--- src/rtl/key_debounce8.sv ---
// rtl/key_debounce8.sv - two-flop synchroniser and per-key counter debounce for 8 active-low keys
module key_debounce8 #(
    parameter int DEBOUNCE_CYCLES = 1000000
) (
    input  logic       iClk,
    input  logic       iRst,
    input  logic [7:0] iKeys,
    input  logic       iEn,
    output logic [7:0] oData,
    output logic       oEI,
    output logic [7:0] oPress,
    output logic [7:0] oRelease,
    output logic       oChange
);
    localparam int CNT_W = $clog2(DEBOUNCE_CYCLES);
    localparam logic [CNT_W-1:0] CNT_MAX = CNT_W'(DEBOUNCE_CYCLES - 1);

    logic [7:0]       sync1;
    logic [7:0]       sync2;
    logic [CNT_W-1:0] cnt [8];
    logic [7:0]       accept;

    // A key is accepted on the edge its disagreement has persisted for the full count.
    always_comb begin
        accept = '0;
        for (int k = 0; k < 8; k++) begin
            accept[k] = (sync2[k] != oData[k]) && (cnt[k] == CNT_MAX);
        end
    end

    always_ff @(posedge iClk) begin
        if (iRst) begin
            sync1    <= 8'hFF;
            sync2    <= 8'hFF;
            oData    <= 8'hFF;
            oPress   <= '0;
            oRelease <= '0;
            oChange  <= 1'b0;
            oEI      <= 1'b1;
            for (int k = 0; k < 8; k++) begin
                cnt[k] <= '0;
            end
        end else begin
            sync1    <= iKeys;
            sync2    <= sync1;
            oEI      <= ~iEn;
            oData    <= oData ^ accept;
            oPress   <= accept & oData;
            oRelease <= accept & ~oData;
            oChange  <= |accept;
            for (int k = 0; k < 8; k++) begin
                if (sync2[k] == oData[k] || accept[k]) begin
                    cnt[k] <= '0;
                end else begin
                    cnt[k] <= cnt[k] + CNT_W'(1);
                end
            end
        end
    end
endmodule

--- config.mk ---
export PLATFORM = sky130hd
export DESIGN_NAME = key_debounce8
export DESIGN_NICKNAME = d
export VERILOG_FILES = /design/src/rtl/key_debounce8.sv
export SDC_FILE = /design/constraint.sdc
export NUM_CORES = 1
export LEC_CHECK = 0
export BUFFER_PORTS_ARGS = -buffer_cell sky130_fd_sc_hd__buf_2
export CAP_MARGIN = 10
export CORE_MARGIN = 2
export CORE_UTILIZATION = 62
export CTS_CLUSTER_SIZE = 8
export DETAILED_ROUTE_END_ITERATION = 10
export PLACE_DENSITY_LB_ADDON = 0.12
export SLEW_MARGIN = 20
export SYNTH_ARGS = -nofsm -noshare
export SYNTH_HDL_FRONTEND = slang
export SYNTH_SLANG_ARGS = --single-unit
--- constraint.sdc ---
create_clock -name iClk -period 2.9 [get_ports iClk]
set_input_delay 0.435 -clock iClk [delete_from_list [all_inputs] [get_ports iClk]]
set_output_delay 0.435 -clock iClk [all_outputs]
set_load 0.005 [all_outputs]
==> metrics.csv <==
metric,value,unit
run_status,"finished, final reports clean",
cts_resized,0,
worst_reg2reg_path_startpoint,cnt[1][0]$_SDFFCE_PN0P_,
drt_drc_violations_left,0,
syn-cell-area,0.009839,mm2
share_comb_of_total_power,0.032,
synthDistinctLibCells,43,
design.core.area,0.01571,mm2
vias_per_cell,5.014,
initial_core_util,0.6262,
globalplace.congestion,0.8072,
rows,46,
grt_start_max_net_pins,29,
placedInstanceArea,0.01080,mm2
ant_nets,0,
worstSetupPathType,reg2reg,
io_pins,37,
worstPathMaxFanout,19,
seqCellArea,0.005645,mm2
synthesis.area_per_instance,11.07,um2
drive_gt1_frac,0.08831,
synth_edf_count,160,
report.final.hold_viol_count,0,
dr.pass1.iters,4,
ys.flop_type,sky130_fd_sc_hd__edfxtp_1,
grt_util_all_layers,0.2143,
die_area,0.01689,mm2
hold_start,iEn,
yosys_register_bits,202,
cts_buffers,29,
maxSlewViolCount,0,
numClockSinks,202,
final_nets,1119,
yosysSeqAreaShare,0.5738,
antenna_cells,0,
p_leak,4.284,nW
fillers,1168,
grt.overflow.total,0,
insertion_delay,530,ps
fin_crit_sh,0.7575,
cell_internal_pwr,5.193,mW
worst_setup_startpoint,cnt[1][0]$_SDFFCE_PN0P_,
setup.worst_path.end_class,register,
max-clock-path-buffers,3,
achievable-frequency,0.4552,GHz
die_boundary_width,130.0,um
cts.repair_timing.setup_buffer_count,0,
cts_root_buffer,sky130_fd_sc_hd__clkbuf_16,
die_height,130.0,um
cts.reportedPaths.clkPinSlew,50,ps
max-vdd-ir-drop,0.5202,mV
via_count,6704,
timing_worst_slew_pin_value,785.3,ps
cp-start-kind,register,
grt_first_pass_wirelength,29.48,mm
io_buffers,36,
routedWlPerCell,13.05,um
grt_antenna_before_repair,0,
clockPowerShare,0.461,
multiInputGateArea,0.004647,mm2
setup_tns,0,ps
drt-total-wl,17.44,mm
required,3180,ps
syn_inst,889,
post-route-min-period,2197,ps
yosysWarningCount,0,
grt_pass1_vias,6459,
net_switching_component_of_the_power,1.416,mW
report.final.setup_viol,0,
detailedRoute.firstIterationViolations,340,
timing.max_cap.violations,0,
rsz0062_at_grt,false,
dp_hpwl,12.21,mm
max-slew-margin-rel,0.4717,
cts-hold-fix-buffers,0,
cp_data_arrival_time,2480,ps
tritoncts,done,
htree_num_levels,1,
stdcell_area,0.01164,mm2
synthArstFlopShare,0,
worst_clock_skew,11.15,ps
worstHoldPathType,in2reg,
power_density,567.9,mW/mm2
p_sw_frac,0.2142,
area_growth,18.26,%
pwr-share-seq,0.507,
[stage by stage]
stage | setup WS [ps] | std cells | util | total power [mW] | hold WS [ps]
global placement | 743.8 | 1285 | 0.6875 | 3.601 | 390.9
global route | 500.4 | 1337 | 0.7406 | 6.852 | 64.11
finish | 703.3 | 1337 | 0.7406 | 6.608 | 67.73
CTS | 683.3 | 1337 | 0.7406 | 6.656 | 54.70
floorplan | 873.7 | 1048 | - | 3.545 | 389.5
detailed placement | 705.1 | 1285 | 0.6875 | 3.608 | 399.2
[worst paths after layout]
| kind | endpoint | slack, ps | depth (start not counted) |
|---|---|---|---|
| hold reg to reg | sync2[1]$_SDFF_PP1_ | 410 | 1 |
| setup / recovery | cnt[1][4]$_SDFFCE_PN0P_ | 700 | 6 |
| setup reg to reg | cnt[1][4]$_SDFFCE_PN0P_ | 700 | 6 |
| hold / removal | oEI$_SDFF_PP1_ | 70 | 2 |
[kinds of logic after synthesis]
family / Yosys count / share of synthesized area
AO/OA/AOI/OAI: 5 / 0.004323
XOR/XNOR: 152 / 0.1353
adder cells (fa/ha/maj): 8 / 0.01017
buffers and inverters: 28 / 0.01462
flip-flops: 202 / 0.5738
multiplexers: 7 / 0.007121
other: 1 / 0.0003811
AND/OR/NAND/NOR: 486 / 0.2543
[registers in the layout (all words and copies together) (netlist names), named ones only]
| signal | flops |
|---|---|
| cnt | 160 |
| oChange | 1 |
| oEI | 1 |
| oPress | 8 |
| oRelease | 8 |
| sync1 | 8 |
| sync2 | 8 |
[worst max-delay path, cell delays in order, from the launching register on]
cell and delay, ps:
sky130_fd_sc_hd__edfxtp_1 360, sky130_fd_sc_hd__ha_1 220, sky130_fd_sc_hd__nand2_2 90, sky130_fd_sc_hd__or3_4 380, sky130_fd_sc_hd__or3_1 580, sky130_fd_sc_hd__nand2_8 230, sky130_fd_sc_hd__nor2_1 70
[layout make-up]
cell class | count | share of cell area
Timing Repair Buffer | 39 | 0.01742
Clock inverter | 2 | 0.002473
Inverter | 10 | 0.003226
Multi-Input combinational cell | 818 | 0.3994
Tap cell | 216 | 0.02323
Sequential cell | 202 | 0.4852
Clock buffer | 50 | 0.06914
[placed cells by master (no fill, tap or decap), types with 2 or more instances in the layout]
cell type / synthesis / routed
sky130_fd_sc_hd__nor2_1: 184 / 184
sky130_fd_sc_hd__edfxtp_1: 160 / 160
sky130_fd_sc_hd__conb_1: 1 / 160
sky130_fd_sc_hd__xor2_1: 84 / 84
sky130_fd_sc_hd__xnor2_1: 68 / 68
sky130_fd_sc_hd__nand2_1: 59 / 59
sky130_fd_sc_hd__nand3_1: 58 / 58
sky130_fd_sc_hd__dfxtp_1: 42 / 42
sky130_fd_sc_hd__nand4_1: 38 / 38
sky130_fd_sc_hd__and3_1: 37 / 37
sky130_fd_sc_hd__buf_2: 4 / 36
sky130_fd_sc_hd__clkbuf_16: 0 / 29
sky130_fd_sc_hd__clkbuf_1: 9 / 21
sky130_fd_sc_hd__nor4b_1: 19 / 19
sky130_fd_sc_hd__or2_2: 17 / 17
sky130_fd_sc_hd__nor3_1: 16 / 16
sky130_fd_sc_hd__and4_1: 11 / 11
sky130_fd_sc_hd__nor4_1: 11 / 11
sky130_fd_sc_hd__inv_1: 9 / 9
sky130_fd_sc_hd__ha_1: 8 / 8
sky130_fd_sc_hd__mux2i_1: 7 / 7
sky130_fd_sc_hd__and2_1: 6 / 6
sky130_fd_sc_hd__nand2_2: 4 / 4
sky130_fd_sc_hd__nor4bb_1: 4 / 4
sky130_fd_sc_hd__or3_1: 4 / 4
sky130_fd_sc_hd__nor3b_1: 3 / 3
sky130_fd_sc_hd__o22ai_1: 3 / 3
sky130_fd_sc_hd__buf_4: 1 / 3
sky130_fd_sc_hd__or4_1: 2 / 2
sky130_fd_sc_hd__and4b_1: 2 / 2
sky130_fd_sc_hd__nor4b_2: 2 / 2
[layer usage]
layer	share of wire	GRT usage	wire (um)
met5	0	0	0
met4	0.019	0.05756	340
met3	0.044	0.03895	772
met2	0.47	0.3545	8201
met1	0.47	0.2944	8127
[cell usage after synthesis, types with 6 or more instances]
cell type / instances / area share
sky130_fd_sc_hd__and2_1: 6 / 0.0038
sky130_fd_sc_hd__and3_1: 37 / 0.024
sky130_fd_sc_hd__and4_1: 11 / 0.0098
sky130_fd_sc_hd__clkbuf_1: 9 / 0.0034
sky130_fd_sc_hd__dfxtp_1: 42 / 0.085
sky130_fd_sc_hd__edfxtp_1: 160 / 0.49
sky130_fd_sc_hd__ha_1: 8 / 0.010
sky130_fd_sc_hd__inv_1: 9 / 0.0034
sky130_fd_sc_hd__mux2i_1: 7 / 0.0071
sky130_fd_sc_hd__nand2_1: 59 / 0.023
sky130_fd_sc_hd__nand3_1: 58 / 0.030
sky130_fd_sc_hd__nand4_1: 38 / 0.024
sky130_fd_sc_hd__nor2_1: 184 / 0.070
sky130_fd_sc_hd__nor3_1: 16 / 0.0081
sky130_fd_sc_hd__nor4_1: 11 / 0.0070
sky130_fd_sc_hd__nor4b_1: 19 / 0.017
sky130_fd_sc_hd__or2_2: 17 / 0.011
sky130_fd_sc_hd__xnor2_1: 68 / 0.061
sky130_fd_sc_hd__xor2_1: 84 / 0.075
[power by group through the flow]
| stage | clock network, mW | logic, mW | registers [mW] |
|---|---|---|---|
| 3_5_place_dp | 0 | 0.206 | 3.40 |
| 6_report | 3.04 | 0.214 | 3.35 |
| 2_1_floorplan | 0 | 0.174 | 3.37 |
| 5_1_grt | 3.24 | 0.250 | 3.36 |
| 4_1_cts | 3.10 | 0.209 | 3.35 |
| 3_3_place_gp | 0 | 0.203 | 3.40 |
Note: power is estimated with default switching activity, not from simulation.
